--- src/rtl/uart_rx_byte.sv ---
// UART receiver: 8N1 (8E1 when UART_RX_PARITY_EN is defined), LSB first, into a valid/ready holding register.
// Framing, parity and overrun errors are reported as single-cycle pulses.
module uart_rx_byte #(
  parameter int unsigned CLKS_PER_BIT = 43
) (
  input  logic       user_clock,
  input  logic       rst,
  input  logic       usb_rs232_rxd,
  output logic [7:0] rx_data,
  output logic       rx_valid,
  input  logic       rx_ready,
  output logic       frame_err,
  output logic       parity_err,
  output logic       overrun_err,
  output logic       busy
);

  localparam int unsigned CNT_W = $clog2(CLKS_PER_BIT);
  localparam int unsigned HALF  = CLKS_PER_BIT / 2;
  localparam logic [CNT_W-1:0] CNT_HALF = CNT_W'(HALF - 1);
  localparam logic [CNT_W-1:0] CNT_LAST = CNT_W'(CLKS_PER_BIT - 1);

  localparam logic [2:0] S_IDLE   = 3'd0;
  localparam logic [2:0] S_START  = 3'd1;
  localparam logic [2:0] S_DATA   = 3'd2;
  localparam logic [2:0] S_STOP   = 3'd3;
  localparam logic [2:0] S_BREAK  = 3'd4;
`ifdef UART_RX_PARITY_EN
  localparam logic [2:0] S_PARITY = 3'd5;
`endif

  logic [1:0]       rxd_sync_q, rxd_sync_d;
  logic             rxd_s;
  logic [2:0]       state_q, state_d;
  logic [CNT_W-1:0] cnt_q, cnt_d;
  logic [2:0]       bit_q, bit_d;
  logic [7:0]       shift_q, shift_d;
  logic [7:0]       rx_data_q, rx_data_d;
  logic             rx_valid_q, rx_valid_d;
  logic             frame_err_q, frame_err_d;
  logic             overrun_err_q, overrun_err_d;
  logic             busy_q, busy_d;
  logic             deliver;
`ifdef UART_RX_PARITY_EN
  logic             par_q, par_d;
  logic             parity_err_q, parity_err_d;
`endif

  assign rxd_sync_d = {rxd_sync_q[0], usb_rs232_rxd};
  assign rxd_s      = rxd_sync_q[1];

  // Next-state, datapath and delivery logic
  always_comb begin
    state_d       = state_q;
    cnt_d         = cnt_q + CNT_W'(1);
    bit_d         = bit_q;
    shift_d       = shift_q;
    rx_data_d     = rx_data_q;
    rx_valid_d    = rx_valid_q;
    frame_err_d   = 1'b0;
    overrun_err_d = 1'b0;
    deliver       = 1'b0;
`ifdef UART_RX_PARITY_EN
    par_d         = par_q;
    parity_err_d  = 1'b0;
`endif

    if (rx_valid_q && rx_ready) rx_valid_d = 1'b0;

    case (state_q)
      S_IDLE: begin
        cnt_d = '0;
        bit_d = '0;
        if (!rxd_s) state_d = S_START;
      end
      S_START: begin
        if (cnt_q == CNT_HALF) begin
          cnt_d   = '0;
          state_d = rxd_s ? S_IDLE : S_DATA;
        end
      end
      S_DATA: begin
        if (cnt_q == CNT_LAST) begin
          cnt_d   = '0;
          shift_d = {rxd_s, shift_q[7:1]};
          bit_d   = bit_q + 3'd1;
`ifdef UART_RX_PARITY_EN
          if (bit_q == 3'd7) state_d = S_PARITY;
`else
          if (bit_q == 3'd7) state_d = S_STOP;
`endif
        end
      end
`ifdef UART_RX_PARITY_EN
      S_PARITY: begin
        if (cnt_q == CNT_LAST) begin
          cnt_d   = '0;
          par_d   = rxd_s;
          state_d = S_STOP;
        end
      end
`endif
      S_STOP: begin
        if (cnt_q == CNT_LAST) begin
          cnt_d = '0;
          if (rxd_s) begin
            deliver = 1'b1;
            state_d = S_IDLE;
          end else begin
            frame_err_d = 1'b1;
            state_d     = S_BREAK;
          end
        end
      end
      S_BREAK: begin
        cnt_d = '0;
        if (rxd_s) state_d = S_IDLE;
      end
      default: begin
        cnt_d   = '0;
        state_d = S_IDLE;
      end
    endcase

    // A same-cycle handshake frees the slot for the new byte
    if (deliver) begin
      if (!rx_valid_q || rx_ready) begin
        rx_data_d  = shift_q;
        rx_valid_d = 1'b1;
      end else begin
        overrun_err_d = 1'b1;
      end
`ifdef UART_RX_PARITY_EN
      parity_err_d = (^shift_q) != par_q;
`endif
    end

    busy_d = (state_d != S_IDLE);
  end

  always_ff @(posedge user_clock or negedge rst) begin
    if (!rst) begin
      rxd_sync_q    <= 2'b11;
      state_q       <= S_IDLE;
      cnt_q         <= '0;
      bit_q         <= '0;
      shift_q       <= '0;
      rx_data_q     <= '0;
      rx_valid_q    <= 1'b0;
      frame_err_q   <= 1'b0;
      overrun_err_q <= 1'b0;
      busy_q        <= 1'b0;
`ifdef UART_RX_PARITY_EN
      par_q         <= 1'b0;
      parity_err_q  <= 1'b0;
`endif
    end else begin
      rxd_sync_q    <= rxd_sync_d;
      state_q       <= state_d;
      cnt_q         <= cnt_d;
      bit_q         <= bit_d;
      shift_q       <= shift_d;
      rx_data_q     <= rx_data_d;
      rx_valid_q    <= rx_valid_d;
      frame_err_q   <= frame_err_d;
      overrun_err_q <= overrun_err_d;
      busy_q        <= busy_d;
`ifdef UART_RX_PARITY_EN
      par_q         <= par_d;
      parity_err_q  <= parity_err_d;
`endif
    end
  end

  assign rx_data     = rx_data_q;
  assign rx_valid    = rx_valid_q;
  assign frame_err   = frame_err_q;
  assign overrun_err = overrun_err_q;
  assign busy        = busy_q;
`ifdef UART_RX_PARITY_EN
  assign parity_err  = parity_err_q;
`else
  assign parity_err  = 1'b0;
`endif

endmodule

--- config.mk ---
export PLATFORM = sky130hd
export DESIGN_NAME = uart_rx_byte
export DESIGN_NICKNAME = d
export VERILOG_FILES = /design/src/rtl/uart_rx_byte.sv
export SDC_FILE = /design/constraint.sdc
export NUM_CORES = 1
export LEC_CHECK = 0
export ABC_AREA = 1
export BUFFER_PORTS_ARGS = -buffer_cell sky130_fd_sc_hd__buf_2
export CAP_MARGIN = 10
export CORE_UTILIZATION = 45
export CTS_CLUSTER_DIAMETER = 40
export DETAILED_ROUTE_END_ITERATION = 8
export GPL_ROUTABILITY_DRIVEN = 0
export HOLD_SLACK_MARGIN = 0.08
export PLACE_DENSITY = 0.63
export REMOVE_ABC_BUFFERS = 1
export SLEW_MARGIN = 15
export SYNTH_ARGS = -nofsm -noshare
export SYNTH_HDL_FRONTEND = slang
export SYNTH_SLANG_ARGS = --single-unit
--- constraint.sdc ---
create_clock -name user_clock -period 2.45 [get_ports user_clock]
set_input_delay 0.49 -clock user_clock [delete_from_list [all_inputs] [get_ports user_clock]]
set_output_delay 0.49 -clock user_clock [all_outputs]
set_load 0.03 [all_outputs]
==> results.tsv <==
stage	metric	value	unit
outcome	status	complete, no violations	
critical_path	Worst Setup End Kind	register	
clock_tree	post-cts sizing count	0	
clock_tree	root buffer cell	clkbuf_4	
global_route	initial antenna violation count	0	
timing	Slew HR	51.9	%
placement	DPL Wire Length	1.69	mm
layout	fin util	54.6	%
timing	clk_skew	0.0110	ns
critical_path	Worst EP required	2.68	ns
timing	Slew Limit Fails	0	
yosys	Synth area leaders	dfrtp_1 (51%), nand2_1 (7.5%), inv_1 (5.3%), o21ai_2 (4.5%), ha_1 (4.0%)	
timing	hold violation count in the final report	0	
critical_path	slowest CP cell	dfrtp_1	
power	Peak supply drop	0.507	mV
yosys	Synth top cells by count	dfrtp_1 (32), nand2_1 (31), inv_1 (22), nor2_1 (16), o21ai_1 (11)	
layout	# fillers	306	
min_path	Hold Path Class	in2async	
yosys	Ys Warns	0	
yosys	syn_area_per_cell	9.66	um2
yosys	synthesized area	1560	um2
timing	Setup TNS	0	ns
global_route	GRT Overall Usage	15.3	%
critical_path	critical path launch point type	register	
layout	area grow syn2layout	10.7	%
detailed_routing	wire length per cell	10.3	um
power	Flop pwr share	51.9	%
detailed_routing	detailed-route wire length	2.32	mm
global_route	first-pass GRT wire length	4.02	mm
yosys	EDFF count, synth	0	
timing	worst setup margin	0.895	ns
global_route	largest net degree at the start of global routing	35	
clock_tree	CTS Hold Buffers Added	0	
layout	ratio of cells with drive above 1 in the final layout	24.9	%
placement	# port buffers	15	
detailed_routing	DRC	0	
floorplan	core area	3150	um2
clock_tree	TritonCTS buffer count	5	
job	max_cap viols	0	
clock_tree	clk sinks	34	
critical_path	Reg-to-Reg Start	cnt_q[0]	
critical_path	Max stage delay on crit path	0.41	ns
timing	Max Clock Freq	0.643	GHz
clock_tree	CTS tree	built	
placement	pre-CTS WS	0.870	ns
yosys	post-synth cell types	26	
placement	dpl cells	217	
floorplan	Die W	60.8	um
layout	post-route cell area	1720	um2
layout	non-filler cells, final	225	
critical_path	Crit Path Class	reg2reg	
floorplan	die area	3700	um2
timing	Tmin final	1.56	ns
power	Net Sw Frac	33.8	%
clock_tree	Clock transition at path regs	0.10	ns
placement	placed cell area	1660	um2
global_route	vias in the first global route	963	
global_route	GR Overflow Total	0	
detailed_routing	via/cell ratio	4.66	
critical_path	CP bufs+invs	1	
yosys	leading area contributor after synthesis	dfrtp_1	
yosys	part of the Yosys area used for sequential elements	54.9	%
power	Lkg Pwr	0.876	nW
floorplan	IO Pins	17	
power	Pint	0.850	mW
floorplan	Die Span Y	60.8	um
floorplan	FP Rows	20	
timing	Tightest Pin Transition	0.721	ns
floorplan	Initial Util	49.3	%
clock_tree	H-tree depth	2	
layout	Antenna diodes	0	
critical_path	Arr. time, crit path	1.79	ns
detailed_routing	via count	1049	
critical_path	Largest delay share family, worst path	simple AND/OR/NAND/NOR gates	
timing	final setup fails	0	
clock_tree	clk buf depth	2	
clock_tree	clock latency at the later pin of the worst-skew pair	0.33	ns
critical_path	crit path launch	cnt_q[0]	
yosys	Yosys top cell area share	51.5	%
detailed_routing	DR pass1 iterations	4	
power	Combinational Power Share	23.5	%
critical_path	crit path cell chain	inv_1, ha_1, nand3_2, nor2_8, nand3_4, nand2_1, o21ai_2	
timing	final period utilization	63.5	%
critical_path	crit-path max FO	16	
power	pwr/cell area	745	nW/um2
detailed_routing	1st-iter DRT viols	54	
yosys	Synth async-reset ratio	100	%
yosys	cell with the most instances after synthesis	dfrtp_1	
clock_tree	setup bufs post-CTS	0	
yosys	Synth Flop Type	dfrtp_1	
power	P_sw	0.433	mW
detailed_routing	post-route ant nets	0	
power	clock share of power	24.7	%
layout	nets	189	
yosys	Post-Synthesis Cells	161	
yosys	synthesized flop and latch total	34	
timing	RSZ-0062 raised after global routing	false	
-- state kept, by name, indices dropped and copies added (netlist names) --
register and count:
rx_data 8, shift_q 8, cnt_q 6, bit_q 3, state_q 3, rxd_sync_q 2
busy 1, frame_err 1, overrun_err 1, rx_valid 1
-- through the flow --
stage	power, mW	hold WS [ns]
finish	1.28	0.196
global route	1.38	0.229
CTS	1.30	0.212
detailed placement	0.981	0.350
global placement	0.975	0.349
floorplan	0.907	0.194
-- path summary, 6_finish.rpt --
check | slack [ns] | to | cells past startpoint
worst max-delay path | 0.89 | rx_data[0] | 7
worst min-delay path | 0.20 | shift_q[0] | 1
worst max register to register | 0.89 | rx_data[0] | 7
worst min register to register | 0.36 | rxd_sync_q[1] | 0
max in group asynchronous | 1.78 | state_q[1] | 1
min in group user_clock | 0.25 | rxd_sync_q[0] | 1
-- power by group through the flow --
stage | clock network, mW | logic [mW] | registers, mW
5_1_grt | 0.350 | 0.352 | 0.674
4_1_cts | 0.330 | 0.307 | 0.666
6_report | 0.317 | 0.301 | 0.665
3_3_place_gp | 0 | 0.300 | 0.675
3_5_place_dp | 0 | 0.305 | 0.676
2_1_floorplan | 0 | 0.224 | 0.683
-- layout by cell type, fill, tap and decap left out, drive strengths merged --
master,Yosys,final
ha,5,5
inv,25,25
xnor2,1,1
nor2,17,17
dfrtp,32,32
buf,3,15
o31ai,1,1
clkbuf,0,7
a21oi,1,1
clkinv,0,1
nand3,12,12
nand4,1,1
o21ai,19,19
xor2,2,2
conb,1,1
nand2,36,36
nor3,3,3
dfstp,2,2
-- routing by layer --
metal | global-route usage (%) | vias up | wire (um)
li1 | - | 542 | -
met1 | 17.9 | 483 | 1110
met2 | 25.0 | 19 | 1060
met3 | 5.76 | 5 | 110
met4 | 6.82 | 0 | 43
met5 | 0 | - | 0
-- area by class of cell --
| type | count | area (um2) | share of cell area [%] |
|---|---|---|---|
| flip-flops and latches | 34 | 853 | 49.6 |
| clock buffers | 7 | 55.1 | 3.20 |
| inverters | 25 | 93.8 | 5.45 |
| multi-input cells | 99 | 584 | 33.9 |
| clock inverters | 1 | 5.00 | 0.291 |
| repair buffers | 15 | 75.1 | 4.36 |
| well taps | 44 | 55.1 | 3.20 |
-- cell families after synthesis --
kind of cell | synth area share (%)
fa+ha+maj | 4.02
flops | 54.9
xor+xnor | 1.69
compound gates | 8.85
buf+inv | 7.56
other cells | 0.241
simple gates | 22.8
Note: power is estimated with default switching activity, not from simulation.
